[config.mk]
export PLATFORM = sky130hd
export DESIGN_NAME = fifo_stream_reader
export DESIGN_NICKNAME = d
export VERILOG_FILES = /design/src/rtl/fifo_stream_reader.sv
export SDC_FILE = /design/constraint.sdc
export NUM_CORES = 1
export LEC_CHECK = 0
export ABC_CLOCK_PERIOD_IN_PS = 2700
export CAP_MARGIN = 20
export CORE_ASPECT_RATIO = 0.9
export CORE_UTILIZATION = 30
export DETAILED_ROUTE_END_ITERATION = 12
export PLACE_DENSITY = 0.52
export RECOVER_POWER = 25
export SYNTH_ARGS = -nofsm -noshare
export SYNTH_HDL_FRONTEND = slang
export SYNTH_SLANG_ARGS = --single-unit
[constraint.sdc]
create_clock -name clk -period 2.7 [get_ports clk]
set_input_delay 0.54 -clock clk [delete_from_list [all_inputs] [get_ports clk]]
set_output_delay 0.54 -clock clk [all_outputs]
set_load 0.03 [all_outputs]
[src/rtl/fifo_stream_reader.sv]
// fifo_stream_reader: turns a FIFO read port (ren, rdata one cycle later) into a valid/ready stream
// through a 2-entry skid buffer, counting delivered words.
module fifo_stream_reader #(
  parameter int WIDTH     = 36,
  parameter int CNT_WIDTH = 32
) (
  input  logic                 clk,
  input  logic                 rst_n,
  input  logic                 en,
  output logic                 fifo_ren,
  input  logic [WIDTH-1:0]     fifo_rdata,
  input  logic                 fifo_empty,
  output logic                 m_valid,
  output logic [WIDTH-1:0]     m_data,
  input  logic                 m_ready,
  output logic [CNT_WIDTH-1:0] word_count
);
  logic [1:0]       cnt;
  logic             inflight;
  logic [WIDTH-1:0] head;
  logic [WIDTH-1:0] tail;
  logic             pop;
  logic [1:0]       occ;
  logic             to_head;
  always_comb begin
    pop      = m_valid & m_ready;
    // occupancy the buffer will have next cycle, counting the word still in flight
    occ      = cnt + {1'b0, inflight} - {1'b0, pop};
    fifo_ren = rst_n & en & ~fifo_empty & ~occ[1];
    to_head  = (cnt == {1'b0, pop});
  end
  assign m_valid = (cnt != 2'd0);
  assign m_data  = head;
  always_ff @(posedge clk or negedge rst_n) begin
    if (!rst_n) begin
      cnt        <= '0;
      inflight   <= 1'b0;
      head       <= '0;
      tail       <= '0;
      word_count <= '0;
    end else begin
      cnt      <= occ;
      inflight <= fifo_ren;
      if (pop) head <= tail;
      // a captured word lands after any shift, so it overrides the head update above
      if (inflight && to_head) head <= fifo_rdata;
      if (inflight && !to_head) tail <= fifo_rdata;
      if (pop) word_count <= word_count + CNT_WIDTH'(1);
    end
  end
endmodule
==> reports/summary.txt <==
min-delay worst type: reg2reg
layout cells sized above 1: 0.164
critical path's top delay family: simple AND/OR/NAND/NOR gates
Critical Path Fanout Max: 2
CP required: 2160 ps
CTS H-tree lvls: 3
Final nets: 539
Worst-Margin Slew: 1630 ps
Overflow after GRT: 0
adder-cell share of the synthesized area: 0.00808
Post-synth EDFFs: 0
Peak VDD IR: 0.612 mV
worst clock skew: 7.16 ps
TNS Setup: -12.6 ps
compound-cell area share of the yosys netlist: 0.0458
RSZ-0062 raised after global routing: yes
CTS Buf Count: 9
Static Leak: 2.80 nW
Hold WS: 480 ps
Tcrit/Tclk final: 1.00
FF+latch count, synth: 107
final WL: 10500 µm
die height: 120 µm
Reg clk slew, reported paths: 70 ps
IO buf count: 110
gpl congestion: 0.770
Post-Synthesis Cell Area: 0.00464 mm²
met1 wire length: 4940 µm
Tmin final: 2710 ps
WL met3: 406 µm
Post-synth ARST share: 1.00
Synth warnings: 0
Core ar.: 0.0149 mm²
DR WL met2: 5040 µm
vias post-DR: 3186
post-synthesis sequential area ratio: 0.577
Hold Fails Final Rpt: 0
synthesized instance count: 374
top sig layer: met4
IO Pins: 111
Buf/Inv on CP: 3
Max clock buf depth: 2
Fillers: 1429
Die ar.: 0.0160 mm²
maxcap violations: 1
vias in the first global route: 3222
Slew headroom: -0.0869
Final WS setup: -12.6 ps
DP Worst Slack: -233 ps
Cell variety after synth: 35
failing checks: max-capacitance violations, max-slew violations, negative setup slack
pwr dens: 1010 mW/mm²
most frequent cells in the layout: dfrtp_1, clkdlybuf4s50_1, nand2_1
Iteration-0 DRC Markers: 129
# setup viols final: 1
Max Fclk: 369 MHz
hold_sp: word_count[31]
status: finished with violations
final instance area: 0.00643 mm²
ANT cells: 0
post-synthesis mux area share: 0.165
Slew Viols, Final: 66
Worst setup EP type: primary output
Cell Area, Placed: 0.00604 mm²
largest net degree at the start of global routing: 73
Worst path slowest cell: dfrtp_1
largest family of logic cells by synthesized area: multiplexers
XOR/XNOR Fraction of Synth Area: 0.0622
hold buffers post-CTS: 0
Mapped Nets: 418
WL per Instance: 15.1 µm
Root Buffer: clkbuf_16
area grow syn2layout: 38.4%
GRT Resource Usage Total: 0.141
total iterations of the first detailed-routing run: 4
Post-DP HPWL: 7030 µm
Mapped Avg Cell Area: 12.4 µm²
Die X: 133 µm
worst skew pair latency: 350 ps
Synth Area in Simple Gates: 0.121
Via density: 4.56
final design utilization: 0.431
antenna-violating nets left: 0
CTS tree: yes
CTS sink count: 107
Core Rows: 42
DR DRC count: 0
crit start category: flip-flop
initial antenna violation count: 0
max incr delay on CP: 390 ps
first-pass GRT wire length: 17400 µm
worst path cell trace: or2_4, nand2_4, inv_4, ha_4, inv_2, ha_4, xnor2_2, xnor2_2, nor3_4, buf_6
worst endpoint data arrival time: 2170 ps
Main synth FF type: dfrtp_1
worst r2r src: cnt[1]
CP Class: reg2out
Starting Density: 0.311
Setup crit start: cnt[1]
synth_stat cells (2+ instances only):
master    number  share of area
and3_1         6         0.0081
and4_1         2         0.0038
buf_2          3         0.0032
buf_4          3         0.0049
buf_6          2         0.0049
clkbuf_1       7         0.0057
dfrtp_1      107           0.58
ha_1           3         0.0081
inv_1          3         0.0024
mux2_1         2         0.0049
mux2_2        34          0.082
mux2i_1       36          0.078
nand2_1       51          0.041
nand3_1       13          0.014
nand4_1       11          0.015
nor2_1         3         0.0024
nor3_2         2         0.0043
nor4_1         3         0.0040
nor4_4         2         0.0092
o21ai_0       28          0.030
o21ai_1        8         0.0086
xnor2_1       29          0.055
xor2_1         4         0.0075
routing by layer:
metal / track usage / vias to the layer above
li1: - / 1557
met1: 0.189 / 1569
met2: 0.220 / 51
met3: 0.0355 / 9
met4: 0.0533 / 0
met5: 0 / -
per-stage QoR:
step / power (mW) / cells
2_1_floorplan: 4.09 / 374
3_3_place_gp: 5.03 / 678
3_5_place_dp: 5.10 / 678
4_1_cts: 6.64 / 698
5_1_grt: 6.91 / 698
6_report: 6.52 / 698
power by group:
group | leakage, nW | internal [mW] | switching [mW]
clock network | 0.157 | 0.839 | 0.566
logic | 1.28 | 1.23 | 1.35
registers | 1.36 | 2.19 | 0.338
path summary, 6_finish.rpt:
check / cells past startpoint / to / slack (ps)
setup reg to reg: 10 / inflight / 850
hold / removal: 1 / word_count[31] / 480
setup / recovery: 10 / fifo_ren / -10
min in group asynchronous: 2 / cnt[1] / 700
hold reg to reg: 1 / word_count[31] / 480
max in group asynchronous: 2 / word_count[15] / 790
cell type report:
type	count	area, µm²	share of cell area
Clock buffer	12	246	0.0383
Clock inverter	4	73.8	0.0115
Inverter	3	13.8	0.00214
Multi-Input combinational cell	249	1940	0.302
Sequential cell	107	2680	0.417
Tap cell	198	248	0.0385
Timing Repair Buffer	125	1230	0.191
sequential cells by signal, indices dropped and copies added, names as in the netlist:
signal / cells
word_count: 32
cnt: 2
tail: 36
m_data: 36
inflight: 1
kinds of logic (layout without fill, tap and decap cells):
logic type / after synthesis / in the layout
xor gates and xnor gates: 33 / 33
DFF: 107 / 107
AOI/OAI and AO/OA: 39 / 39
and+or+nand+nor: 102 / 102
buffers and inverters: 18 / 144
adders and majority gates: 3 / 3
muxes: 72 / 72
repair_timing:
| item | CTS | global route |
|---|---|---|
| setup endpoints to repair | 1 | 1 |
| resized for setup | 9 | 0 |
| pin swaps | 4 | 0 |
| setup buffers | 4 | 0 |
| hold endpoints to repair | 0 | 0 |
No activity file was read; power rests on OpenSTA's default activity.
==> RTL change: new RTL, config.mk and constraints unchanged <==
Set the parameter `CNT_WIDTH` to 48 (it was 32).
--- a/src/rtl/fifo_stream_reader.sv
+++ b/src/rtl/fifo_stream_reader.sv
@@ -4,3 +4,3 @@
   parameter int WIDTH     = 36,
-  parameter int CNT_WIDTH = 32
+  parameter int CNT_WIDTH = 48
 ) (
Ports: changed (resized word_count); port bits go from 111 to 127. No check against the original RTL was run, so the function may have changed too.
==> RTL change against the unedited design <==
The run ends with capacitance limit, slew limit left; first-iteration DRC count rose by 8.5%; total power up 14%; setup slack improved by 0.061 ns; sequential cell count grew 16; count of clock-buffer cells in the layout rose by 9; cell area grew 17%; routed wire length increased by 18%; area after synthesis is 14% higher; critical path type unchanged; largest power group is now registers; highest routed layer unchanged.
==> RTL change: results (changes against the unedited design) <==
GRT Total Usage: 14.4% (was 14.1%)
worst slack, placed: -0.142 ns (was -0.233 ns)
Hold Path Class: input pin to register (was register to register)
FF-to-FF setup slack: 0.48 ns (was 0.85 ns)
Avg WL per Cell: 14.9 µm (was 15.1 µm)
min Tclk post-route: 2.65 ns (was 2.71 ns)
max_cap viols: 1 (unchanged)
status: finished with violations (unchanged)
vias in the first global route: 3906 (was 3222)
RePlAce Congestion: 0.780 (was 0.770)
Post-Route WL: 12.5 mm (was 10.5 mm)
hpwl dp: 8.37 mm (was 7.03 mm)
largest net degree at the start of global routing: 124 (was 73)
family with the most delay on the worst path: adder cells (was simple AND/OR/NAND/NOR gates)
Vias/cell: 4.59 (was 4.56)
DP Area: 6970 µm² (was 6040 µm²)
commonest cells in the synthesized netlist: 123 x dfrtp_1, 52 x nand2_1, 37 x mux2_2 (was 107 x dfrtp_1, 51 x nand2_1, 36 x mux2i_1)
worst r2r dst: word_count[45] (was inflight)
clock-pin slew on the worst setup and hold paths: 0.05 ns (was 0.07 ns)
Leak: 3.19 nW (was 2.80 nW)
total iterations of the first detailed-routing run: 5 (was 4)
failing checks: capacitance limit, slew limit (was capacitance limit, slew limit, setup timing)
peak supply drop: 0.701 mV (was 0.612 mV)
cells after synthesis: 448 (was 374)
placed insts: 806 (was 678)
layout cell share with drive strength beyond 1: 16.1% (was 16.4%)
worst-case reg-to-reg path depth: 6 (was 10)
Final Max Slew Viols: 124 (was 66)
layout net count: 635 (was 539)
Skew-Pair Late Insertion Delay: 0.41 ns (was 0.35 ns)
first-pass GRT wire length: 20.1 mm (was 17.4 mm)
port bufs: 126 (was 110)
## RTL change: cell type report
cell class	count	area, µm²	area share (%)
flip-flops and latches	123	3080	40.8
multi-input cells	301	2210	29.4
repair buffers	144	1420	18.8
clock buffers	21	450	5.97
well taps	235	294	3.90
clock inverters	9	75.1	0.995
inverters	4	15.0	0.199
## RTL change: metal layers
metal	global-route usage (%)	wire length, µm	part of all wire (%)
met1	18.6	5900	47
met2	21.7	5470	44
met3	5.75	914	7.3
met4	5.69	170	1.4
met5	0	0	0
## RTL change: kinds of logic (layout without fill, tap and decap cells)
group,after synthesis,count (layout),share of synthesized area [%]
DFF,123,123,57.9
AOI/OAI and AO/OA,40,40,3.93
adders and majority gates,3,3,0.707
xor gates and xnor gates,49,49,8.08
buffers and inverters,24,178,1.88
and+or+nand+nor,136,136,12.8
muxes,73,73,14.6
## RTL change: repair_timing
| action | CTS | global route |
|---|---|---|
| gates resized for setup | 3 | 6 |
| setup buffers | 1 | 0 |
| pin swaps | 4 | 6 |
| endpoints found under the setup margin | 1 | 1 |
## RTL change: tightest hold or removal path: stages
cell and delay [ns]:
clkbuf_1 0.12, nand2_1 0.12, nor3_4 0.05
## RTL change: worst min path at each step
stage,start,to,slack (ns),cells after the start
finish,rst_n,inflight,0.46,3
global route,rst_n,inflight,0.47,3
CTS,rst_n,word_count[15],0.29,2
detailed placement,word_count[47],word_count[47],0.47,1
global placement,word_count[47],word_count[47],0.46,1
floorplan,rst_n,cnt[0],0.24,0
## RTL change: where the power goes
group          switching, mW  internal [mW]
sequential             0.376           2.44
clock                  0.773           1.26
combinational           1.36           1.24
total                   2.51           4.94
